[src/rtl/calc_sequencer.sv]
// calc_sequencer: four-function calculator sequencer with shift-add multiply and restoring divide.
module calc_sequencer #(
  parameter int N = 4
) (
  input  logic           clk,
  input  logic           reset,
  input  logic           enter,
  input  logic           clr,
  input  logic [1:0]     op_sel,
  input  logic [N-1:0]   operand_a,
  input  logic [N-1:0]   operand_b,
  output logic           load_a,
  output logic           load_b,
  output logic [2*N-1:0] result,
  output logic           result_valid,
  output logic           negative,
  output logic           error,
  output logic           busy,
  output logic [1:0]     state
);
  typedef enum logic [1:0] {GET_A = 2'b00, GET_B = 2'b01, COMPUTE = 2'b10, DONE = 2'b11} state_t;
  localparam int CW = $clog2(N + 1);
  localparam logic [CW-1:0] LAST = CW'(N);
  state_t         state_q;
  logic [1:0]     op_q;
  logic [CW-1:0]  cnt_q;
  logic [2*N-1:0] acc_q, mcand_q, result_q, acc_d, sum_w, dif_w;
  logic [N-1:0]   mplier_q, rem_q, quo_q, dvs_q, quo_d;
  logic [N:0]     shl_w, rem_d;
  logic           neg_q, err_q, ge_w, fast_w;
  assign sum_w  = (2*N)'(operand_a) + (2*N)'(operand_b);
  assign dif_w  = (2*N)'(operand_a) - (2*N)'(operand_b);
  assign acc_d  = acc_q + (mplier_q[0] ? mcand_q : '0);
  // One restoring-division step: shift in the next dividend bit, subtract if it fits.
  assign shl_w  = {rem_q, quo_q[N-1]};
  assign ge_w   = shl_w >= {1'b0, dvs_q};
  assign rem_d  = ge_w ? shl_w - {1'b0, dvs_q} : shl_w;
  assign quo_d  = {quo_q[N-2:0], ge_w};
  assign fast_w = !op_q[1] || (op_q[0] && operand_b == '0);
  assign load_a = !reset && !clr && enter && (state_q == GET_A || state_q == DONE);
  assign load_b = !reset && !clr && enter && state_q == GET_B;
  assign result       = result_q;
  assign negative     = neg_q;
  assign error        = err_q;
  assign busy         = state_q == COMPUTE;
  assign result_valid = state_q == DONE;
  assign state        = state_q;
  always_ff @(posedge clk or posedge reset) begin
    if (reset) begin
      state_q  <= GET_A;
      op_q     <= '0;
      cnt_q    <= '0;
      acc_q    <= '0;
      mcand_q  <= '0;
      mplier_q <= '0;
      rem_q    <= '0;
      quo_q    <= '0;
      dvs_q    <= '0;
      result_q <= '0;
      neg_q    <= 1'b0;
      err_q    <= 1'b0;
    end else if (clr) begin
      state_q  <= GET_A;
      cnt_q    <= '0;
      result_q <= '0;
      neg_q    <= 1'b0;
      err_q    <= 1'b0;
    end else begin
      case (state_q)
        GET_A: if (enter) state_q <= GET_B;
        GET_B: if (enter) begin
          op_q    <= op_sel;
          cnt_q   <= '0;
          state_q <= COMPUTE;
        end
        COMPUTE: if (cnt_q == '0) begin
          cnt_q    <= CW'(1);
          acc_q    <= '0;
          mcand_q  <= (2*N)'(operand_a);
          mplier_q <= operand_b;
          rem_q    <= '0;
          quo_q    <= operand_a;
          dvs_q    <= operand_b;
          // Add, subtract and divide-by-zero finish on the operand-read cycle.
          if (fast_w) begin
            result_q <= op_q[1] ? '1 : op_q[0] ? dif_w : sum_w;
            neg_q    <= op_q == 2'b01 && operand_a < operand_b;
            err_q    <= op_q[1];
            state_q  <= DONE;
          end
        end else begin
          acc_q    <= acc_d;
          mcand_q  <= mcand_q << 1;
          mplier_q <= mplier_q >> 1;
          rem_q    <= rem_d[N-1:0];
          quo_q    <= quo_d;
          cnt_q    <= cnt_q + CW'(1);
          if (cnt_q == LAST) begin
            result_q <= op_q[0] ? {rem_d[N-1:0], quo_d} : acc_d;
            state_q  <= DONE;
          end
        end
        DONE: if (enter) begin
          neg_q   <= 1'b0;
          err_q   <= 1'b0;
          state_q <= GET_B;
        end
        default: state_q <= GET_A;
      endcase
    end
  end
endmodule

[config.mk]
export PLATFORM = sky130hd
export DESIGN_NAME = calc_sequencer
export DESIGN_NICKNAME = d
export VERILOG_FILES = /design/src/rtl/calc_sequencer.sv
export SDC_FILE = /design/constraint.sdc
export NUM_CORES = 1
export LEC_CHECK = 0
export ABC_AREA = 1
export ABC_CLOCK_PERIOD_IN_PS = 6000
export CAP_MARGIN = 15
export CORE_MARGIN = 5
export CORE_UTILIZATION = 45
export DETAILED_ROUTE_END_ITERATION = 16
export GPL_TIMING_DRIVEN = 0
export PLACE_DENSITY = 0.71
export SYNTH_ARGS = -nofsm -noshare
export SYNTH_HDL_FRONTEND = slang
export SYNTH_SLANG_ARGS = --single-unit
[constraint.sdc]
create_clock -name clk -period 6 [get_ports clk]
set_input_delay 1.2 -clock clk [delete_from_list [all_inputs] [get_ports clk]]
set_output_delay 1.2 -clock clk [all_outputs]
set_load 0.005 [all_outputs]
==> results of run 1 <==
-- worst max-delay path, cell delays in order --
cell and delay, ns:
clkdlybuf4s50_1 0.43, inv_2 0.43, nand3_1 0.13, nor2_1 0.11, clkdlybuf4s50_1 0.51
-- per-stage QoR --
stage / cell area [sq um] / setup WS, ns
2_1_floorplan: 3160 / 2.27
3_3_place_gp: 3570 / 0.886
3_5_place_dp: 3590 / 1.95
4_1_cts: 3710 / 1.94
5_1_grt: 3710 / 1.77
6_report: 3710 / 1.99
-- Yosys cell counts, types with 5 or more instances --
library cell	number	share of area, %
dfrtp_1	49	39
buf_2	7	1.1
o211ai_1	8	1.9
inv_1	66	7.8
o21ai_0	13	2.1
ha_1	24	9.5
inv_2	6	0.71
a21oi_1	13	2.1
o21ai_1	20	3.2
nor2_1	18	2.1
nand2_1	115	14
nand3_1	42	6.6
nand4_1	5	0.99
-- placed cells by master (no fill, tap or decap), types with 2 or more instances in the layout --
cell type        count
fa_1                 4
nor2_1              18
o21ai_0             13
a32o_1               2
a22oi_1              2
o221ai_1             2
clkdlybuf4s50_1     29
a21oi_1             13
nand2_2              3
dfrtp_1             49
nand2_1            115
nand3_1             42
o22ai_1              4
nand4_1              5
ha_1                24
nand3b_1             2
clkbuf_8             6
o21ai_1             20
xnor2_1              2
o211ai_1             8
inv_1               65
inv_2                7
buf_2                7
-- state kept, by name, indices dropped and copies added (netlist names), 2 cells and up --
name and count:
state 2, dvs_q 4, acc_q 8, cnt_q 3, op_q 2, result 8, mplier_q 4, quo_q 4
rem_q 4, mcand_q 8
-- how the worst min path moves through the flow --
stage,start,end,slack [ns],cells after the start
global route,result[0],result[0],0.51,2
floorplan,dvs_q[0],dvs_q[0],0.44,2
CTS,result[4],result[4],0.49,2
finish,result[4],result[4],0.49,2
global placement,result[4],result[4],0.46,2
detailed placement,result[4],result[4],0.46,2
-- report_power, final --
part,internal [uW],switching [uW],leakage (uW)
combinational,284,460,0.00122
clock,136,120,0.0000574
sequential,435,60.1,0.000645
total,855,640,0.00192
-- layer usage --
layer  global-route usage, %  share of wire [%]
met4                    5.29                1.7
met1                    24.7                 48
met2                    29.7                 46
met5                       0                  0
met3                    3.29                4.5
-- kinds of logic (layout without fill, tap and decap cells) --
kind of cell	Yosys count	count (layout)	synth area share, %
AO/OA/AOI/OAI	67	67	12.5
buffers and inverters	82	120	10.1
adder cells (fa/ha/maj)	28	28	12.0
AND/OR/NAND/NOR	190	190	25.9
flip-flops	49	49	38.8
XOR/XNOR	3	3	0.831
-- area by class of cell --
| class | instances | area [sq um] |
|---|---|---|
| sequential | 49 | 1230 |
| timing repair buffer | 30 | 310 |
| clock inverter | 2 | 37.5 |
| buffer | 8 | 38.8 |
| multi-input combinational | 288 | 1620 |
| inverter | 74 | 280 |
| clock buffer | 6 | 82.6 |
| tap | 96 | 120 |
| fill | 665 | 3120 |
==> out/qor.yml, run 1 <==
detailed_routing:
  drt_iter0_drc: 166
  drt-wirelength-per-cell_um: 13.7
  routed_wl_um: 7580
  ant_nets: 0
  vias: 2842
  via_per_inst: 5.14
  drtPass1Iterations: 5
  drc_errors: 0
place:
  portBuffers: 29
  dp_hpwl_um: 5990
  dp.cells: 545
  gp_congestion: 0.961
die:
  start_util_pct: 46.3
  die_x_um: 93.9
  die_area_sq_um: 8810
  io_pins: 30
  rows: 30
  core_sq_um: 6830
  die_y_um: 93.9
run:
  maxCapViolCount: 0
cts:
  clock-sinks: 49
  clk_path_buf_depth: 2
  cts_resized: 0
  cts_htree_levels: 2
  cts_setup_buffers: 0
  cts_buffers: 5
  cts.clk_slew.worst_paths_ns: 0.09
  cts_tree: "yes"
  hold_buffers: 0
  cts_root_buffer: "clkbuf_8"
  worstSkewPairLatency_ns: 0.31
worst_setup_path:
  worstPathArrival_ns: 2.81
  crit_fanout: 25
  reg2reg_from: "mplier_q[0]"
  worstSetupPathType: "primary input to output port"
  crit_required_ns: 4.80
  end_kind: "output port"
  endpoint: "load_a"
  reg2reg_depth: 11
  timing.rr.end: "result[6]"
  rrSetupSlack_ns: 3.93
  cp-start-kind: "primary input"
  critPathLaunch: "reset"
timing:
  fin_setup_tns_ns: 0
  fmax_mhz: 249
  hold_viol_final: 0
  fin_crit_ns: 4.01
  drv_slew: 0
  fin_skew_ns: 0.00620
  worst_slew_pin_slew_ns: 0.556
  slew_headroom_pct: 62.9
  period_share_pct: 66.8
  finalSetupViolations: 0
  holdWs_ns: 0.486
  rsz0062_at_grt: "no"
synthesis:
  synth_edf_count: 0
  async_flop_share_pct: 100
  seq_area_frac_synth_pct: 38.8
  yosysWarnings: 0
  avgSynthCellArea_sq_um: 7.55
  synth_flop_cell: "dfrtp_1"
  ys_ff_latch: 49
  netlist_area_sq_um: 3160
  yosys.cell_types.count: 33
  syn-num-nets: 461
  syn_inst: 419
worst_hold_path:
  hp-class: "register to register"
outcome:
  status: "finished clean"
finish:
  fin_util_pct: 54.4
  final_nets: 498
  synthToLayoutAreaGrowth_pct: 17.4
  finalNonFillerCells: 553
  antennaDiodeCount: 0
  final_layout_size_suffix_gt1_share_pct: 7.00
grt:
  grt_max_degree: 27
  grt_remaining_overflow: 0
  grt_pass1_wl_um: 12800
  grt_use_total_pct: 18.2
  antenna_found_initial: 0
  grt_pass1_vias: 2732
power:
  ir_drop_mv: 0.170
  power_uw: 1500
  powerDensity_nw_per_um2: 402
  p_leak_uw: 0.00192
No activity file was read; power rests on OpenSTA's default activity.
==> inputs of run 2 (changes only) <==
--- a/config.mk
+++ b/config.mk
@@ -6,7 +6,7 @@
 export NUM_CORES = 1
 export LEC_CHECK = 0
 export ABC_AREA = 1
-export ABC_CLOCK_PERIOD_IN_PS = 6000
+export ABC_CLOCK_PERIOD_IN_PS = 4100
 export CAP_MARGIN = 15
 export CORE_MARGIN = 5
 export CORE_UTILIZATION = 45
==> constraint.sdc (replaced) <==
create_clock -name clk -period 4.1 [get_ports clk]
set_input_delay 0.82 -clock clk [delete_from_list [all_inputs] [get_ports clk]]
set_output_delay 0.82 -clock clk [all_outputs]
set_load 0.005 [all_outputs]
==> results of run 2 <==
Same layout as run 1 (identical final DEF). Status: finished clean.
Main changes from that run: setup slack after placement 1.95 ns -> 0.809 ns; setup slack after layout 1.99 ns -> 0.852 ns; register-to-register setup slack 3.93 ns -> 2.03 ns; total power 1500 uW -> 2190 uW; worst IR drop on VDD 0.170 mV -> 0.248 mV
==> inputs of run 3 (changes only) <==
--- a/config.mk
+++ b/config.mk
@@ -6,13 +6,13 @@
 export NUM_CORES = 1
 export LEC_CHECK = 0
 export ABC_AREA = 1
-export ABC_CLOCK_PERIOD_IN_PS = 4100
+export ABC_CLOCK_PERIOD_IN_PS = 2910
 export CAP_MARGIN = 15
 export CORE_MARGIN = 5
 export CORE_UTILIZATION = 45
 export DETAILED_ROUTE_END_ITERATION = 16
 export GPL_TIMING_DRIVEN = 0
-export PLACE_DENSITY = 0.71
+export PLACE_DENSITY = 0.74
 export SYNTH_ARGS = -nofsm -noshare
 export SYNTH_HDL_FRONTEND = slang
 export SYNTH_SLANG_ARGS = --single-unit
==> constraint.sdc (replaced) <==
create_clock -name clk -period 2.91 [get_ports clk]
set_input_delay 0.582 -clock clk [delete_from_list [all_inputs] [get_ports clk]]
set_output_delay 0.582 -clock clk [all_outputs]
set_load 0.005 [all_outputs]
==> run 3 against run 2 <==
  * Clock power increased by 8.0%
  * Cell area decreased by 0.57%
  * Sequential cell count unchanged
  * Via count decreased by 0.32%
  * Non-clock buffer count unchanged
  * Critical path type unchanged
  * Largest cell class unchanged
  * Largest power group unchanged
  * Highest routed layer unchanged
==> out/qor.yml, run 3 (same netlist as run 1, synthesis figures left out) <==
timing:
  worst_slew_pin_slew_ns: 0.479  # -0.0772 ns
  hold_viol_final: 0  # unchanged
  fin_crit_ns: 2.73
  rsz0062_at_grt: "no"
  finalSetupViolations: 0  # unchanged
  period_share_pct: 93.8
  slew_headroom_pct: 68.1  # +5.2 points
  fin_skew_ns: 0.00500  # -0.00120 ns
  setup_slack_ns: 0.180
  fmax_mhz: 366
  drv_slew: 0  # unchanged
detailed_routing:
  vias: 2833  # -0.32%
  drc_errors: 0  # unchanged
  drt-wirelength-per-cell_um: 13.7  # -0.29%
  via_per_inst: 5.12  # -0.32%
  routed_wl_um: 7550  # -0.29%
  drtPass1Iterations: 5  # unchanged
  ant_nets: 0  # unchanged
  drt_iter0_drc: 206  # +24%
power:
  switchingPower_uw: 1310
  seq_power_share_pct: 34.6  # +1.5 points
  p_leak_uw: 0.00191  # -0.45%
  p_int_uw: 1650
  combPwrFrac_pct: 51.7  # +2.0 points
  power_uw: 2960
  ir_drop_mv: 0.544
  clock_power_share_pct: 13.7  # -3.4 points
  switching_share_pct: 44.2
  powerDensity_nw_per_um2: 802
cts:
  hold_buffers: 0  # unchanged
  cts_buffers: 5  # unchanged
  clk_path_buf_depth: 2  # unchanged
  cts_tree: "yes"
  worstSkewPairLatency_ns: 0.30  # about the same
  cts_htree_levels: 2  # unchanged
  clock-sinks: 49  # unchanged
  cts_setup_buffers: 0  # unchanged
  cts_resized: 1  # +1
  cts_root_buffer: "clkbuf_8"
  cts.clk_slew.worst_paths_ns: 0.09  # about the same
worst_hold_path:
  min-delay-start: "result[4]"
  hold_depth: 2  # unchanged
  worst_hold_path.endpoint: "result[4]"
  hp-class: "register to register"
die:
  io_pins: 30  # unchanged
  start_util_pct: 46.3  # unchanged
  rows: 30  # unchanged
  die_area_sq_um: 8810  # unchanged
  die_y_um: 93.9  # unchanged
  core_sq_um: 6830  # unchanged
  die_x_um: 93.9  # unchanged
finish:
  fillerInstances: 644  # -3.2%
  final_cell_mix: "nand2_1, inv_1, dfrtp_1"
  finalNonFillerCells: 553  # unchanged
  final_common_cell: "nand2_1"
  final_layout_size_suffix_gt1_share_pct: 6.78  # -0.22 points
  synthToLayoutAreaGrowth_pct: 16.7
  antennaDiodeCount: 0  # unchanged
  final_nets: 498  # unchanged
  fin_util_pct: 54.1  # -0.31 points
  fin_area_sq_um: 3690  # -0.57%
worst_setup_path:
  end_kind: "output port"
  timing.rr.end: "result[4]"
  reg2reg_from: "mplier_q[0]"
  worstPathArrival_ns: 2.15
  crit_required_ns: 2.33
  crit_fanout: 35  # +40%
  cp-start-kind: "primary input"
  max_stage_delay_ns: 0.51  # about the same
  cpMaxStageDelayCell: "clkdlybuf4s50_1"
  cp_cell_sequence: "clkdlybuf4s50_1 > clkinv_4 > buf_16 > nand3_1 > nor2_1 > clkdlybuf4s50_1"
  worstSetupPathType: "primary input to output port"
  rrSetupSlack_ns: 0.81
  reg2reg_depth: 11  # unchanged
  cp.depth: 6  # +1
  crit_top_cell: "clkdlybuf4s50_1"
  critical_path.top_delay_family: "buffers and inverters"
  cp_num_buf_inv: 4  # +1
place:
  dp.cells: 545  # unchanged
  portBuffers: 29  # unchanged
  pre_cts_ws_ns: -0.0162
  dp_hpwl_um: 5940  # -0.91%
  gp_congestion: 0.902  # -6.1%
  place_area_sq_um: 3590  # unchanged
grt:
  grt_max_degree: 36  # +33%
  grt_use_total_pct: 18.7  # +0.46 points
  antenna_found_initial: 0  # unchanged
  grt_remaining_overflow: 0  # unchanged
  grt_pass1_vias: 2831  # +3.6%
  grt_pass1_wl_um: 13100  # +2.5%
run:
  maxCapViolCount: 0  # unchanged
outcome:
  status: "finished clean"
[run 3: cell count changes in the layout (fill, tap and decap cells not counted), sizes merged]
cell      change
bufinv        -1
clkinv        +2
clkinvlp      -1
[run 3: layout make-up]
class                      count  area [sq um]  share of cell area, %
inverter                      74           285                   7.72
clock inverter                 2          13.8                  0.373
sequential                    49          1230                   33.2
multi-input combinational    288          1620                   43.8
buffer                         8          38.8                   1.05
tap                           96           120                   3.25
clock buffer                   6          72.6                   1.96
timing repair buffer          30           318                   8.60
[run 3: worst max-delay path by stage]
stage          startpoint  endpoint  slack, ns
2_1_floorplan       reset    load_a       0.41
3_3_place_gp        reset    load_a      -0.97
3_5_place_dp        reset    load_a      -0.02
4_1_cts             reset    load_a       0.07
5_1_grt             reset    load_a       0.03
6_report            reset    load_a       0.18
[run 3: routing by layer]
layer  vias up  global-route usage, %  routed length (um)
li1       1429                      -                   -
met1      1326                   25.3                3570
met2        60                   30.8                3570
met3        18                   3.04                 268
met4         0                   5.42                 143
met5         -                      0                   0
[run 3: through the flow]
stage	setup TNS (ns)	hold slack [ns]
6_report	0	0.485
5_1_grt	0	0.525
4_1_cts	0	0.489
3_5_place_dp	-0.0162	0.466
3_3_place_gp	-0.972	0.463
2_1_floorplan	0	0.445
[run 3: worst register-to-register path: stages, from the launching register on]
cell      delay (ns)
dfrtp_1         0.37
buf_2           0.18
nand2_1         0.08
inv_1           0.04
ha_1            0.21
fa_1            0.45
nand2_1         0.11
nand3b_1        0.12
nand3_1         0.15
nand3_1         0.15
nand2_1         0.10
nand2_1         0.04
[run 3: power groups by stage]
stage | clock (uW) | combinational, uW | sequential (uW)
after floorplan | 0 | 1110 | 1010
after global placement | 0 | 1480 | 1030
after detailed placement | 0 | 1520 | 1040
after CTS | 417 | 1530 | 1020
after global routing | 443 | 1760 | 1050
final | 404 | 1530 | 1030
